File: config.mk
export PLATFORM = sky130hd
export DESIGN_NAME = optical_switch_driver
export DESIGN_NICKNAME = d
export VERILOG_FILES = /design/src/rtl/optical_switch_driver_pkg.sv /design/src/rtl/optical_sclk_gen.sv /design/src/rtl/optical_switch_driver.sv
export SDC_FILE = /design/constraint.sdc
export NUM_CORES = 1
export LEC_CHECK = 0
export ABC_AREA = 1
export CELL_PAD_IN_SITES_DETAIL_PLACEMENT = 2
export CELL_PAD_IN_SITES_GLOBAL_PLACEMENT = 2
export CORE_MARGIN = 2
export CORE_UTILIZATION = 25
export DETAILED_ROUTE_END_ITERATION = 7
export PLACE_DENSITY_LB_ADDON = 0.1
export SYNTH_ARGS = -nofsm -noshare
export SYNTH_HDL_FRONTEND = slang
export SYNTH_HIERARCHICAL = 1
export SYNTH_SLANG_ARGS = --single-unit
File: constraint.sdc
create_clock -name i_clk -period 5.4 [get_ports i_clk]
set_input_delay 0.81 -clock i_clk [delete_from_list [all_inputs] [get_ports i_clk]]
set_output_delay 0.81 -clock i_clk [all_outputs]
set_load 0.05 [all_outputs]
File: src/rtl/optical_switch_driver_pkg.sv
`default_nettype none
// optical_switch_driver_pkg: shared optical-control states, switch constants and helpers.
// Rev 1.0
package optical_switch_driver_pkg;

  typedef enum logic [2:0] {
    IDLE   = 3'd0,
    SHIFT  = 3'd1,
    LATCH  = 3'd2,
    SETTLE = 3'd3,
    DONE   = 3'd4
  } osd_state_e;

  localparam logic P_BAR   = 1'b0;
  localparam logic P_CROSS = 1'b1;

  function automatic int max3(input int a, input int b, input int c);
    int m;
    m = (a > b) ? a : b;
    return (m > c) ? m : c;
  endfunction

endpackage
`default_nettype wire

File: src/rtl/optical_sclk_gen.sv
`default_nettype none
// optical_sclk_gen: divided serial clock plus a strobe on the last cycle of each bit.
// Rev 1.0
module optical_sclk_gen #(
  parameter int P_CLKDIV = 2,
  parameter int P_CNT_W  = 4
) (
  input  logic i_clk,
  input  logic i_rst,
  input  logic i_en,
  output logic o_sclk,
  output logic o_bit_adv
);

  localparam logic [P_CNT_W-1:0] C_HALF_LAST = P_CNT_W'(P_CLKDIV - 1);

  logic [P_CNT_W-1:0] phase_q, phase_d;
  logic               sclk_q, sclk_d;

  // Disabled generator parks low with phase cleared so each transfer starts on a low half.
  always_comb begin
    phase_d = '0;
    sclk_d  = 1'b0;
    if (i_en) begin
      if (phase_q == C_HALF_LAST) begin
        phase_d = '0;
        sclk_d  = ~sclk_q;
      end else begin
        phase_d = phase_q + P_CNT_W'(1);
        sclk_d  = sclk_q;
      end
    end
  end

  always_ff @(posedge i_clk or posedge i_rst) begin
    if (i_rst) begin
      phase_q <= '0;
      sclk_q  <= 1'b0;
    end else begin
      phase_q <= phase_d;
      sclk_q  <= sclk_d;
    end
  end

  assign o_sclk    = sclk_q;
  assign o_bit_adv = i_en & sclk_q & (phase_q == C_HALF_LAST);

endmodule
`default_nettype wire

File: src/rtl/optical_switch_driver.sv
`default_nettype none
// optical_switch_driver: serialises switch-config words, latches them and waits for optical settle.
// Rev 1.0
module optical_switch_driver
  import optical_switch_driver_pkg::*;
#(
  parameter int P_GRANTWIDTH    = 20,
  parameter int P_CLKDIV        = 2,
  parameter int P_LATCH_CYCLES  = 2,
  parameter int P_SETTLE_CYCLES = 10
) (
  input  logic                    i_clk,
  input  logic                    i_rst,
  input  logic [P_GRANTWIDTH-1:0] i_grant,
  input  logic                    i_grant_valid,
  output logic                    o_sw_sclk,
  output logic                    o_sw_sdata,
  output logic                    o_sw_latch,
  output logic                    o_busy,
  output logic                    o_config_done,
  output logic [P_GRANTWIDTH-1:0] o_applied_grant,
  output logic                    o_overwrite
);

  localparam int C_BIT_W = (P_GRANTWIDTH > 1) ? $clog2(P_GRANTWIDTH) : 1;
  localparam int C_CNT_W = $clog2(max3(P_CLKDIV, P_LATCH_CYCLES, P_SETTLE_CYCLES) + 1);
  localparam logic [C_BIT_W-1:0] C_LAST_BIT    = C_BIT_W'(P_GRANTWIDTH - 1);
  localparam logic [C_CNT_W-1:0] C_LATCH_LAST  = C_CNT_W'(P_LATCH_CYCLES - 1);
  localparam logic [C_CNT_W-1:0] C_SETTLE_LAST = C_CNT_W'(P_SETTLE_CYCLES - 1);

  osd_state_e              state_q, state_d;
  logic [P_GRANTWIDTH-1:0] shift_q, shift_d;
  logic [P_GRANTWIDTH-1:0] word_q, word_d;
  logic [P_GRANTWIDTH-1:0] pend_q, pend_d;
  logic                    pend_full_q, pend_full_d;
  logic [C_BIT_W-1:0]      bit_q, bit_d;
  logic [C_CNT_W-1:0]      cnt_q, cnt_d;
  logic [P_GRANTWIDTH-1:0] applied_q, applied_d;
  logic                    ovw_q, ovw_d;
  logic                    busy_q, latch_q, done_q;
  logic                    w_launch;
  logic [P_GRANTWIDTH-1:0] w_launch_word;
  logic                    w_bit_adv;
  logic                    w_sclk;

  optical_sclk_gen #(
    .P_CLKDIV (P_CLKDIV),
    .P_CNT_W  (C_CNT_W)
  ) u_sclk_gen (
    .i_clk     (i_clk),
    .i_rst     (i_rst),
    .i_en      (state_q == SHIFT),
    .o_sclk    (w_sclk),
    .o_bit_adv (w_bit_adv)
  );

  always_comb begin
    state_d       = state_q;
    shift_d       = shift_q;
    word_d        = word_q;
    pend_d        = pend_q;
    pend_full_d   = pend_full_q;
    bit_d         = bit_q;
    cnt_d         = cnt_q;
    applied_d     = applied_q;
    ovw_d         = 1'b0;
    w_launch      = 1'b0;
    w_launch_word = '0;

    if (i_grant_valid && state_q != IDLE && state_q != DONE) begin
      pend_d      = i_grant;
      pend_full_d = 1'b1;
      ovw_d       = pend_full_q;
    end

    case (state_q)
      IDLE: begin
        if (i_grant_valid) begin
          w_launch      = 1'b1;
          w_launch_word = i_grant;
        end
      end
      SHIFT: begin
        if (w_bit_adv) begin
          shift_d = shift_q << 1;
          if (bit_q == C_LAST_BIT) begin
            bit_d   = '0;
            state_d = LATCH;
          end else begin
            bit_d = bit_q + C_BIT_W'(1);
          end
        end
      end
      LATCH: begin
        if (cnt_q == C_LATCH_LAST) begin
          cnt_d   = '0;
          state_d = SETTLE;
        end else begin
          cnt_d = cnt_q + C_CNT_W'(1);
        end
      end
      SETTLE: begin
        if (cnt_q == C_SETTLE_LAST) begin
          cnt_d     = '0;
          state_d   = DONE;
          applied_d = word_q;
        end else begin
          cnt_d = cnt_q + C_CNT_W'(1);
        end
      end
      DONE: begin
        // A word arriving in DONE supersedes any pending one and launches immediately.
        if (i_grant_valid) begin
          w_launch      = 1'b1;
          w_launch_word = i_grant;
          ovw_d         = pend_full_q;
          pend_full_d   = 1'b0;
        end else if (pend_full_q) begin
          w_launch      = 1'b1;
          w_launch_word = pend_q;
          pend_full_d   = 1'b0;
        end else begin
          state_d = IDLE;
        end
      end
      default: state_d = IDLE;
    endcase

    if (w_launch) begin
      state_d = SHIFT;
      shift_d = w_launch_word;
      word_d  = w_launch_word;
      bit_d   = '0;
      cnt_d   = '0;
    end
  end

  always_ff @(posedge i_clk or posedge i_rst) begin
    if (i_rst) begin
      state_q     <= IDLE;
      shift_q     <= '0;
      word_q      <= '0;
      pend_q      <= '0;
      pend_full_q <= 1'b0;
      bit_q       <= '0;
      cnt_q       <= '0;
      applied_q   <= '0;
      ovw_q       <= 1'b0;
      busy_q      <= 1'b0;
      latch_q     <= 1'b0;
      done_q      <= 1'b0;
    end else begin
      state_q     <= state_d;
      shift_q     <= shift_d;
      word_q      <= word_d;
      pend_q      <= pend_d;
      pend_full_q <= pend_full_d;
      bit_q       <= bit_d;
      cnt_q       <= cnt_d;
      applied_q   <= applied_d;
      ovw_q       <= ovw_d;
      busy_q      <= (state_d != IDLE);
      latch_q     <= (state_d == LATCH);
      done_q      <= (state_d == DONE);
    end
  end

  assign o_sw_sclk       = w_sclk;
  assign o_sw_sdata      = shift_q[P_GRANTWIDTH-1];
  assign o_sw_latch      = latch_q;
  assign o_busy          = busy_q;
  assign o_config_done   = done_q;
  assign o_applied_grant = applied_q;
  assign o_overwrite     = ovw_q;

endmodule
`default_nettype wire

# Yosys cells after proc, flatten, opt, wreduce, memory -nomap -nowiden
# Index checks and enable logic that the tools add are counted.
# W data, S select, Z words.
# word_totals
register_bits,102
latch_bits,0
mem_bits_rw,0
rom_bits,0
in_bits,23
out_inout_bits,26
word_cells,80
n_memories,0
# classes
addsub,3
mul,0
div,0
order_cmp,0
eq_ne,12
shifts,0
mux,38
bitwise,3
reduce_logical,10
# ops
operator,count
$mux W20,6
$pmux W20 S2,1
$mux W3,7
$mux W4,5
$mux W5,4
$pmux W3 S5,1
$mux W1,12
$eq A3 B2 Y1 const B,3
$reduce_bool A3 Y1,3
$add A4 B1 Y4 const B,2
$eq A4 B1 Y1 const B,2
$pmux W4 S2,1
$eq A3 B3 Y1 const B,2
$add A5 B1 Y5 const B,1
$eq A5 B5 Y1 const B,1
$eq A4 B4 Y1 const B,1
$reduce_and A2 Y1,2
$reduce_bool A2 Y1,2
$eq A3 B1 Y1 const B,1
$logic_not A3 Y1,1
$ne A3 B3 Y1 const B,1
$and A1 B1 Y1,2
$logic_and A1 B1 Y1,2
$ne A2 B2 Y1 const B,1
2 further kinds,2

# Logic depth before layout (Yosys ltp)
# depth
ltp_word,7
depth_mapped,10
mapped_depth_nobuf,10

# Modules after synthesis
# The synthesis kept the hierarchy.
# modules_own_cells
mod,instances,cells_each,area_each_um2
optical_switch_driver,1,499,4576.9
optical_sclk_gen,1,28,255.2

# Least setup slack after synthesis
# No wires, ideal clock.
# synth_path
path_type,reg2reg
from,reg state_q[0]
to,reg shift_q[10]
setup_ps,123
arrival_ps,1825
required_ps,5277
path_slack_ps,3452
path_stages_with_launch,10
path_buffers,2
period_less_slack_ps,1948
cell_sequence,dfrtp_1 > inv_1 > nor3_2 > inv_1 > nor3_2 > nand4_4 > buf_6 > buf_12 > o21ai_2 > a21oi_2
# synth_via
elab_chain_len,5
elab_cells_between_ends,11
classes_between,2 x eq/ne; 3 x mux; 2 x bitwise; 4 x reduce/logical
# synth_lines
element,line,rtl
"start, declared",optical_switch_driver.sv:31,"osd_state_e state_q, state_d;"
"start signal, assigned",optical_switch_driver.sv:153,state_q <= state_d;
$eq A3 B1 Y1,optical_switch_driver.sv:52,".i_en (state_q == SHIFT),"
$and A1 B1 Y1 (2 in series),optical_sclk_gen.sv:46,assign o_bit_adv = i_en & sclk_q & (phase_q == C_HALF_LAST);
named net w_bit_adv,optical_switch_driver.sv:43,logic w_bit_adv;
$reduce_bool A2 Y1 (no source line),--,
$reduce_and A2 Y1 (no source line),--,
"end signal, assigned",optical_switch_driver.sv:154,shift_q <= shift_d;
"end, declared",optical_switch_driver.sv:32,"logic [P_GRANTWIDTH-1:0] shift_q, shift_d;"
# The timed path passes the listed nets, and every way through them passes these cells.
# A chain may end at the register's enable or synchronous reset.

# Worst setup path after layout
# layout_path
from,in i_grant_valid
to,reg bit_q[2]
# layout_via
elab_chain_len,4
elab_cells_between_ends,7
classes_between,4 x mux; 3 x reduce/logical
# layout_lines
element,line,rtl
"start, declared",optical_switch_driver.sv:15,"input logic i_grant_valid,"
$mux W1 (on tied branches),"optical_switch_driver.sv:113, optical_switch_driver.sv:78",
$pmux W1 S2 *,optical_switch_driver.sv:76,case (state_q)
$reduce_bool A2 Y1 (no source line),--,
$reduce_and A2 Y1 (no source line),--,
"end signal, assigned",optical_switch_driver.sv:158,bit_q <= bit_d;
"end, declared",optical_switch_driver.sv:36,"logic [C_BIT_W-1:0] bit_q, bit_d;"
# Mark *: on every way between the ends. The rest lies on a longest branch, timed or not.

==> impl_metrics.tcl <==
set metrics [dict create \
    vias 3633 \
    power_density_nw_per_um2 267 \
    setup_ws_ps 2270 \
    setup_viol 0 \
    grt_antenna_before_repair 0 \
    slew_violations 0 \
    core_area_um2 18800 \
    tightest_slew_ps 972 \
    preCtsSetupSlack_ps 1810 \
    htree_levels 3 \
    cts_resized 0 \
    grt_max_degree 67 \
    synthesis.instances 527 \
    async_reset_ff_frac 1.00 \
    num_rows 50 \
    drt_pre_antenna_iters 4 \
    cp_slowest_cell "clkdlybuf4s50_1" \
    synth.distinct_cells 28 \
    critPathBufInv 3 \
    fp.dieW_um 143 \
    timing.fmax_mhz 319 \
    fin_cells 828 \
    antenna_left 0 \
    drtIter0Drc 147 \
    wl_per_cell_um 15.8 \
    fin_crit_ps 3130 \
    cts_setup_buffers 0 \
    place.gp.congestion 0.687 \
    yosysMostFrequentCell "dfrtp_1" \
    worst_ep_arrival_time_ps 3380 \
    irDropWorstVdd_mv 0.148 \
    yosysTopAreaCellShare 0.528 \
    drc 0 \
    status "finished clean" \
    drive_gt1_frac 0.169 \
    tritoncts "done" \
    grt_pass1_wl_um 22000 \
    nets 592 \
    clkSlewWorstSetupHoldPaths_ps 70 \
    dieHeight_um 143 \
    insertion_delay_ps 350 \
    finalCritPeriodShare 0.580 \
    hold_viol_final 0 \
    cts_buffer_depth 2 \
    syn_area_per_cell_um2 9.17 \
    syn_to_final_growth_pct 18.8 \
    finalWirelength_um 13100 \
    max_stage_delay_ps 1110 \
    startpoint_type "input pin" \
    syn_area_um2 4830 \
    rsz0062_at_grt "false" \
    p_leak_nw 2.71 \
    cp_cell_sequence "clkdlybuf4s50_1, inv_2, nand2_1, nand3_4, nand2_4, inv_1, o21ai_1, nor2_1" \
    synth_edf_count 0 \
    final_area_um2 5740 \
    setup_tns_ps 0 \
    dpl.cell_count 813 \
    fillers 2095 \
    dp_hpwl_um 9120 \
    cts_inserted_buffers 9 \
    ys_warn_count 6 \
    start_util 0.257 \
    r2r_slack_ps 2560 \
    holdCritPathClass "reg2reg" \
    synthFlopType "dfrtp_1" \
    power_w 0.00153 \
    vias_per_cell 4.39 \
    grt_pass1_vias 3982 \
    synth_top_area_cell "dfrtp_1" \
    synth_area_leaders "dfrtp_1 53%, nand2_1 7.1%, nor2_1 5.8%" \
    cp_max_fo 27 \
    yosysSeqAreaShare 0.528 \
    maxCapViolations 0 \
    end_kind "register" \
    cp_data_required_time_ps 5640 \
    numPortBuffers 48 \
    cts_num_sinks 102 \
    skew_ps 7.78 \
    crit_family "buffers and inverters" \
    antenna_cells 0 \
    die-area_um2 20500 \
    synth_seq_cells 102 \
    slew_headroom 0.350 \
    worstSetupPathType "in2reg" \
    cts-root-buf "clkbuf_16" \
    synthesis.nets 555 \
    place_area_um2 5450 \
    gr-total-overflow 0 \
    grt_use_total 0.140 \
    ioPinCount 49 \
    hold_buffers 0 \
    yosys-top-cells-count "102 x dfrtp_1, 91 x nand2_1, 75 x nor2_1" \
]
[cell type report]
cell class              instances  area [µm²]  share of cell area
clock buffers                   9         225              0.0392
clock inverters                 6        68.8              0.0120
repair buffers                 50         495              0.0863
inverters                      65         246              0.0429
well taps                     260         325              0.0567
multi-input cells             336        1830               0.318
flip-flops and latches        102        2550               0.445
[cells in the final DEF (no fill, tap or decap), types with 3 or more instances in the layout]
master / synthesis / layout
nor2_4: 4 / 4
nand2_1: 91 / 91
inv_2: 5 / 5
nand4_1: 4 / 4
a21oi_1: 19 / 19
clkbuf_16: 0 / 9
nand2_2: 7 / 7
o21ai_0: 49 / 49
nor2_1: 75 / 75
dfrtp_1: 102 / 102
o21ai_1: 5 / 5
clkdlybuf4s50_1: 0 / 48
o21ai_2: 31 / 31
nand3_1: 11 / 11
a21oi_2: 22 / 22
ha_1: 5 / 5
nor2_2: 3 / 3
inv_1: 60 / 59
[flip-flops by register name (all words and copies together), names as in the netlist]
| signal | cells |
|---|---|
| pend_q | 20 |
| u_sclk_gen/phase_q | 4 |
| shift_q | 20 |
| word_q | 20 |
| o_sw_latch | 1 |
| o_busy | 1 |
| bit_q | 5 |
| o_applied_grant | 20 |
| o_overwrite | 1 |
| pend_full_q | 1 |
| cnt_q | 4 |
| state_q | 3 |
| o_config_done | 1 |
| u_sclk_gen/o_sclk | 1 |
[per-layer routing]
layer	wire length, µm	share of wire	up-vias	track usage
li1	-	-	1748	-
met1	6560	0.50	1823	0.198
met2	6030	0.46	48	0.218
met3	320	0.024	14	0.0208
met4	200	0.015	0	0.0485
met5	0	0	-	0
[kinds of logic after synthesis]
kind of cell,synth area share
buf+inv,0.0940
compound gates,0.175
xor+xnor,0.00363
fa+ha+maj,0.0129
simple gates,0.187
flops,0.528
[final timing paths]
kind / endpoint / depth (start not counted) / startpoint
hold reg to reg: o_applied_grant[8] / 2 / o_applied_grant[8]
min in group asynchronous: u_sclk_gen/phase_q[0] / 2 / i_rst
setup / recovery: bit_q[2] / 8 / i_grant_valid
max in group asynchronous: bit_q[0] / 3 / i_rst
setup reg to reg: bit_q[2] / 9 / state_q[0]
hold / removal: o_applied_grant[8] / 2 / o_applied_grant[8]
[worst min-delay path, delay by kind of cell (launching register included)]
| family | cells | cell delay (ps) |
|---|---|---|
| simple gates | 1 | 70 |
| flops | 1 | 340 |
| compound gates | 1 | 50 |
[power breakdown]
group / switching (W) / total [W] / internal, W
clock network: 0.000317 / 0.000678 / 0.000361
registers: 0.00000722 / 0.000784 / 0.000777
logic: 0.0000448 / 0.0000712 / 0.0000264
[per-stage QoR]
step           hold WS [ps]   util
3_5_place_dp            474  0.289
6_report                489  0.305
5_1_grt                 512  0.305
4_1_cts                 494  0.305
2_1_floorplan           444      -
3_3_place_gp            464  0.289
No activity file was read; power rests on OpenSTA's default activity.
